--- src/rtl/keypad_arbiter_if.sv ---
// keypad_arbiter_if: keypad-side request/digit signals and core-side command/digit signals
// shared by the two keypads and the security core. Revision 1.0.
`default_nettype none

interface keypad_arbiter_if;
  logic       req0;
  logic       req1;
  logic [1:0] cmd0;
  logic [1:0] cmd1;
  logic       dstb0;
  logic       dstb1;
  logic [3:0] digit0;
  logic [3:0] digit1;
  logic [1:0] grant;
  logic       busy;
  logic [1:0] command;
  logic       input_digit;
  logic [3:0] digit;
  logic       abort;
  logic [1:0] deny;

  modport master (
    output req0, req1, cmd0, cmd1, dstb0, dstb1, digit0, digit1,
    input  grant, busy, command, input_digit, digit, abort, deny
  );

  modport slave (
    input  req0, req1, cmd0, cmd1, dstb0, dstb1, digit0, digit1,
    output grant, busy, command, input_digit, digit, abort, deny
  );
endinterface

`default_nettype wire

--- src/rtl/keypad_arbiter.sv ---
// keypad_arbiter: round-robin owner of the security core for one command + three digits,
// with timeout abort and 0xF digit flush. Revision 1.0.
`default_nettype none

module keypad_arbiter #(
  parameter int TIMEOUT_CYCLES = 1000,
  parameter int CNT_W          = $clog2(TIMEOUT_CYCLES)
) (
  input  logic            clk,
  input  logic            reset,
  keypad_arbiter_if.slave bus
);

  typedef enum logic [2:0] {
    S_IDLE    = 3'd0,
    S_CMD     = 3'd1,
    S_DIGITS  = 3'd2,
    S_FLUSH   = 3'd3,
    S_RELEASE = 3'd4
  } state_t;

  localparam logic [CNT_W-1:0] TC_LAST = CNT_W'(TIMEOUT_CYCLES - 1);

  state_t           state, state_n;
  logic             owner, owner_n;
  logic             ptr, ptr_n;
  logic [1:0]       dcnt, dcnt_n;
  logic [CNT_W-1:0] tcnt, tcnt_n;
  logic [1:0]       grant_n, command_n, deny_n;
  logic             busy_n, input_digit_n, abort_n;
  logic [3:0]       digit_n;

  logic             valid0, valid1, own_dstb;
  logic [3:0]       own_digit;

  assign valid0    = bus.req0 && (bus.cmd0 == 2'd1 || bus.cmd0 == 2'd2);
  assign valid1    = bus.req1 && (bus.cmd1 == 2'd1 || bus.cmd1 == 2'd2);
  assign own_dstb  = owner ? bus.dstb1 : bus.dstb0;
  assign own_digit = owner ? bus.digit1 : bus.digit0;

  always_comb begin
    state_n       = state;
    owner_n       = owner;
    ptr_n         = ptr;
    dcnt_n        = dcnt;
    tcnt_n        = tcnt;
    grant_n       = bus.grant;
    command_n     = 2'd0;
    input_digit_n = 1'b0;
    digit_n       = bus.digit;
    abort_n       = 1'b0;
    // Strobes from a keypad that does not own the core are bounced, never forwarded.
    deny_n        = {bus.dstb1 & bus.busy & ~bus.grant[1],
                     bus.dstb0 & bus.busy & ~bus.grant[0]};

    case (state)
      S_IDLE: begin
        // ptr holds the last owner; on a tie the other keypad wins.
        if (valid0 && (!valid1 || ptr)) begin
          owner_n   = 1'b0;
          grant_n   = 2'b01;
          command_n = bus.cmd0;
          state_n   = S_CMD;
        end else if (valid1) begin
          owner_n   = 1'b1;
          grant_n   = 2'b10;
          command_n = bus.cmd1;
          state_n   = S_CMD;
        end
      end
      S_CMD: begin
        dcnt_n  = 2'd0;
        tcnt_n  = '0;
        state_n = S_DIGITS;
      end
      S_DIGITS: begin
        if (own_dstb) begin
          input_digit_n = 1'b1;
          digit_n       = own_digit;
          dcnt_n        = dcnt + 2'd1;
          tcnt_n        = '0;
          if (dcnt == 2'd2) begin
            grant_n = 2'b00;
            state_n = S_RELEASE;
          end
        end else if (tcnt == TC_LAST) begin
          abort_n = 1'b1;
          state_n = S_FLUSH;
        end else begin
          tcnt_n = tcnt + CNT_W'(1);
        end
      end
      S_FLUSH: begin
        input_digit_n = 1'b1;
        digit_n       = 4'hF;
        dcnt_n        = dcnt + 2'd1;
        if (dcnt == 2'd2) begin
          grant_n = 2'b00;
          state_n = S_RELEASE;
        end
      end
      S_RELEASE: begin
        ptr_n   = owner;
        state_n = S_IDLE;
      end
      default: state_n = S_IDLE;
    endcase

    busy_n = (state_n != S_IDLE);
  end

  always_ff @(posedge clk) begin
    if (reset) begin
      state           <= S_IDLE;
      owner           <= 1'b0;
      ptr             <= 1'b1;
      dcnt            <= 2'd0;
      tcnt            <= '0;
      bus.grant       <= 2'b00;
      bus.busy        <= 1'b0;
      bus.command     <= 2'd0;
      bus.input_digit <= 1'b0;
      bus.digit       <= 4'd0;
      bus.abort       <= 1'b0;
      bus.deny        <= 2'b00;
    end else begin
      state           <= state_n;
      owner           <= owner_n;
      ptr             <= ptr_n;
      dcnt            <= dcnt_n;
      tcnt            <= tcnt_n;
      bus.grant       <= grant_n;
      bus.busy        <= busy_n;
      bus.command     <= command_n;
      bus.input_digit <= input_digit_n;
      bus.digit       <= digit_n;
      bus.abort       <= abort_n;
      bus.deny        <= deny_n;
    end
  end

endmodule

`default_nettype wire

--- src/flat_wrapper.sv ---
// flat-port wrapper written by rule: the top's interface ports become plain ports
module keypad_arbiter_flat 
#(
  parameter int TIMEOUT_CYCLES = 1000,
  parameter int CNT_W          = $clog2(TIMEOUT_CYCLES)
)
  (clk, reset, bus_req0, bus_req1, bus_cmd0, bus_cmd1, bus_dstb0, bus_dstb1, bus_digit0, bus_digit1, bus_grant, bus_busy, bus_command, bus_input_digit, bus_digit, bus_abort, bus_deny);
  keypad_arbiter_if bus_i ();
  input  logic clk;
  input  logic reset;
  input wire logic [$bits(bus_i.req0)-1:0] bus_req0;
  input wire logic [$bits(bus_i.req1)-1:0] bus_req1;
  input wire logic [$bits(bus_i.cmd0)-1:0] bus_cmd0;
  input wire logic [$bits(bus_i.cmd1)-1:0] bus_cmd1;
  input wire logic [$bits(bus_i.dstb0)-1:0] bus_dstb0;
  input wire logic [$bits(bus_i.dstb1)-1:0] bus_dstb1;
  input wire logic [$bits(bus_i.digit0)-1:0] bus_digit0;
  input wire logic [$bits(bus_i.digit1)-1:0] bus_digit1;
  output wire logic [$bits(bus_i.grant)-1:0] bus_grant;
  output wire logic [$bits(bus_i.busy)-1:0] bus_busy;
  output wire logic [$bits(bus_i.command)-1:0] bus_command;
  output wire logic [$bits(bus_i.input_digit)-1:0] bus_input_digit;
  output wire logic [$bits(bus_i.digit)-1:0] bus_digit;
  output wire logic [$bits(bus_i.abort)-1:0] bus_abort;
  output wire logic [$bits(bus_i.deny)-1:0] bus_deny;
  assign bus_i.req0 = bus_req0;
  assign bus_i.req1 = bus_req1;
  assign bus_i.cmd0 = bus_cmd0;
  assign bus_i.cmd1 = bus_cmd1;
  assign bus_i.dstb0 = bus_dstb0;
  assign bus_i.dstb1 = bus_dstb1;
  assign bus_i.digit0 = bus_digit0;
  assign bus_i.digit1 = bus_digit1;
  assign bus_grant = bus_i.grant;
  assign bus_busy = bus_i.busy;
  assign bus_command = bus_i.command;
  assign bus_input_digit = bus_i.input_digit;
  assign bus_digit = bus_i.digit;
  assign bus_abort = bus_i.abort;
  assign bus_deny = bus_i.deny;
  keypad_arbiter #(.TIMEOUT_CYCLES(TIMEOUT_CYCLES), .CNT_W(CNT_W)) u_core (.clk(clk), .reset(reset), .bus(bus_i));
endmodule
--- config.mk ---
export PLATFORM = sky130hd
export DESIGN_NAME = keypad_arbiter_flat
export DESIGN_NICKNAME = d
export VERILOG_FILES = /design/src/rtl/keypad_arbiter_if.sv /design/src/rtl/keypad_arbiter.sv /design/src/flat_wrapper.sv
export SDC_FILE = /design/constraint.sdc
export NUM_CORES = 1
export LEC_CHECK = 0
export CORE_ASPECT_RATIO = 0.5
export CORE_MARGIN = 3
export CORE_UTILIZATION = 30
export DETAILED_ROUTE_END_ITERATION = 8
export PLACE_DENSITY_LB_ADDON = 0.15
export SYNTH_ARGS = -nofsm -noshare
export SYNTH_HDL_FRONTEND = slang
export SYNTH_SLANG_ARGS = --single-unit
--- constraint.sdc ---
create_clock -name clk -period 1.9 [get_ports clk]
set_input_delay 0.19 -clock clk [delete_from_list [all_inputs] [get_ports clk]]
set_output_delay 0.19 -clock clk [all_outputs]
set_load 0.02 [all_outputs]
==> qor.txt <==
CTS tree - done
Floorplan core area - 0.00449 mm2
Crit end category - flop
Number of flip-flops and latches in the synthesized netlist - 30
Net count reported at finish - 215
Sinks on the clock net - 30
Worst supply voltage drop on vdd - 0.000276 V
Startpoint of the most critical hold path - u_core.dcnt[0]
Status - complete, no violations
Count of input and output buffers - 30
Number of pins exceeding their max-slew limit in the final report - 0
Number of fill cells in the layout - 452
Routed length on met2 - 1.41 mm
Routed Wire Length - 3.21 mm
Post-route fraction of the period consumed by the critical path - 85.1%
Dominant synthesized flop cell - sky130_fd_sc_hd__dfxtp_1
Highest routed layer - met4
Biggest fanout along the worst timing path - 7
Hold path endpoint - u_core.dcnt[0]
Post-cts repair resize count - 0
Hold WC Path Type - reg -> reg
Setup WS pre-CTS - 0.111 ns
Startpoint of the most critical register-to-register path - u_core.state[1]
Latest clock arrival within the worst-skew pair - 0.28 ns
Final ANT Viol Nets - 0
Count of flip-flops with a built-in enable after synthesis - 0
Kind of start point of the critical path - flop
Setup TNS - 0 ns
Critical setup path kind - reg -> reg
Setup repair after global routing missed its margin - no
Reg clk slew, reported paths - 0.07 ns
Met1 routed wirelength after detailed routing - 1.55 mm
FFs w/ async S/R, synth - 0%
Transition at the pin with the smallest max-transition slack - 0.469 ns
Total global-route track usage - 12.0%
Share of layout cells above drive strength 1 - 12.2%
Vias after detailed routing - 1287
Number of hold violations in the final report - 0
Number of global-route vias before repair - 1144
Cts bufs inserted - 5
Crit path cell chain - xnor2_1, buf_4, nor4b_1, xnor2_1, nor2_1
Synthesized Nets - 177
Grt ovf - 0
Sequential element share of the synthesized area - 42.0%
Antenna violations before repair - 0
Synthesized instance count - 157
Maximum count of clock buffers along a single path - 2
R2R Path End - u_core.tcnt[8]
Final setup slack of the worst path - 0.283 ns
CTS root buf - sky130_fd_sc_hd__clkbuf_8
Hold Slack - 0.465 ns
Die Area - 0.00568 mm2
Number of placed I/O pins - 31
Wire length of the first global-routing pass - 5.28 mm
Antenna diode count - 0
Met3 Wirelength - 219 um
Gpl congestion - 0.797
Number of cells traversed by the worst register-to-register path - 5
Number of DRC violations after detailed-routing iteration 0 - 27
Detailed placer's ending HPWL - 2.41 mm
Final critical path time including I/O delays and setup - 1.62 ns
Yosys warning total - 0
Length of the first detailed-routing pass in iterations - 4
Netlist area before placement - 0.00143 mm2
Mean instance size in the synthesized netlist - 9.10 um2
Postcts setup bufs - 0
Delay of the slowest cell on the worst path - 0.49 ns
Core Rows - 17
Clock Skews - 0.00787 ns
Worst reg2reg setup slack - 0.28 ns
Power per cell area - 772 mW/mm2
Final routed DRC violation total - 0
Commonest cells after routing, fill and taps aside - sky130_fd_sc_hd__clkdlybuf4s50_1, sky130_fd_sc_hd__dfxtp_1, sky130_fd_sc_hd__nor2_1
Worst path arrival time - 1.78 ns
H-tree depth - 2
CP max-delay cell - sky130_fd_sc_hd__dfxtp_1
Dominant cell type by count on the critical path - sky130_fd_sc_hd__xnor2_1
Via/cell ratio - 4.91
Hold_buf cts - 0
Final number of setup-violating endpoints - 0
Post-layout utilization of the core - 43.0%
Achievable Freq - 619 MHz
Starting Density - 31.8%
Pin count of the biggest net entering global routing - 13
Area grow syn2layout - 35.2%
Relative slew slack - 68.5%
Number of distinct standard cells referenced by the synthesized netlist - 45
Routed length per instance - 12.2 um
X dimension of the die - 104 um
Required time of the critical path - 2.07 ns
Pleak - 0.663 nW
Maximum capacitance violations - 0
Hold path depth - 1
Die span in y - 54.8 um
[synth_stat cells (2+ instances only)]
cell type	count	area (um2)
sky130_fd_sc_hd__xor2_1	2	17.5
sky130_fd_sc_hd__clkbuf_1	5	18.8
sky130_fd_sc_hd__a21oi_1	4	20.0
sky130_fd_sc_hd__nand4b_1	2	17.5
sky130_fd_sc_hd__nand3b_1	3	22.5
sky130_fd_sc_hd__nand3_1	7	35.0
sky130_fd_sc_hd__nor2_1	21	78.8
sky130_fd_sc_hd__nor3_1	7	35.0
sky130_fd_sc_hd__inv_1	6	22.5
sky130_fd_sc_hd__xnor2_1	8	70.1
sky130_fd_sc_hd__nand4_1	4	25.0
sky130_fd_sc_hd__nand2_1	6	22.5
sky130_fd_sc_hd__ha_1	2	25.0
sky130_fd_sc_hd__mux2_2	2	22.5
sky130_fd_sc_hd__o21ai_0	4	20.0
sky130_fd_sc_hd__o22ai_1	2	12.5
sky130_fd_sc_hd__a31oi_1	3	18.8
sky130_fd_sc_hd__a21boi_0	2	15.0
sky130_fd_sc_hd__dfxtp_1	30	601
sky130_fd_sc_hd__a311oi_1	4	35.0
sky130_fd_sc_hd__nor4_1	2	12.5
sky130_fd_sc_hd__and4_1	3	26.3
sky130_fd_sc_hd__mux2i_1	6	60.1
[flip-flops by register name, indices dropped and copies added, names as in the netlist, 2 cells and up]
| register | cells |
|---|---|
| u_core.bus.command | 2 |
| u_core.bus.deny | 2 |
| u_core.bus.digit | 4 |
| u_core.bus.grant | 2 |
| u_core.dcnt | 2 |
| u_core.state | 3 |
| u_core.tcnt | 10 |
[worst max-delay path, delay by kind of cell, from the launching register on]
kind,cells,cell delay [ns]
and+or+nand+nor,2,0.44
DFF,1,0.49
xor gates and xnor gates,2,0.38
buffers and inverters,1,0.20
[metal layers]
metal	vias up	global-route usage [%]
met1	594	14.5
met5	-	0
met2	38	20.0
met3	2	4.36
li1	653	-
met4	0	5.30
[stage by stage]
stage / cell area (um2) / total power, mW / instances
after floorplan: 1430 / 0.858 / 157
after global placement: 1840 / 0.980 / 254
after detailed placement: 1840 / 0.983 / 254
after CTS: 1930 / 1.52 / 262
after global routing: 1930 / 1.57 / 262
final: 1930 / 1.49 / 262
[logic make-up after synthesis]
kind of cell             after synthesis  share of synthesized area [%]
AND/OR/NAND/NOR                       63                           23.9
flip-flops                            30                           42.0
AO/OA/AOI/OAI                         29                           15.1
buffers and inverters                 14                           4.29
XOR/XNOR                              10                           6.13
multiplexers                           9                           6.83
adder cells (fa/ha/maj)                2                           1.75
[how the worst max path moves through the flow]
stage                    start  slack [ns]        endpoint
2_1_floorplan     u_core.owner        0.32  u_core.tcnt[2]
3_3_place_gp         bus_dstb0        0.14  u_core.tcnt[2]
3_5_place_dp         bus_dstb0        0.11  u_core.tcnt[2]
4_1_cts        u_core.state[1]        0.30  u_core.tcnt[8]
5_1_grt        u_core.state[1]        0.16  u_core.tcnt[8]
6_report       u_core.state[1]        0.28  u_core.tcnt[8]
[report_power, final]
part	internal (mW)	total (mW)	switching, mW	leakage, nW
sequential	0.659	0.679	0.0196	0.244
combinational	0.140	0.289	0.149	0.371
clock	0.292	0.524	0.232	0.0482
total	1.09	1.49	0.401	0.663
[layout make-up]
class,instances,area [um2],area share [%]
Multi-Input combinational cell,113,767,39.7
Sequential cell,30,601,31.1
Timing Repair Buffer,39,368,19.0
Clock buffer,7,86.3,4.47
Tap cell,66,82.6,4.27
Inverter,6,22.5,1.17
Clock inverter,1,5.00,0.259
Power figures use the tool's default switching activity.
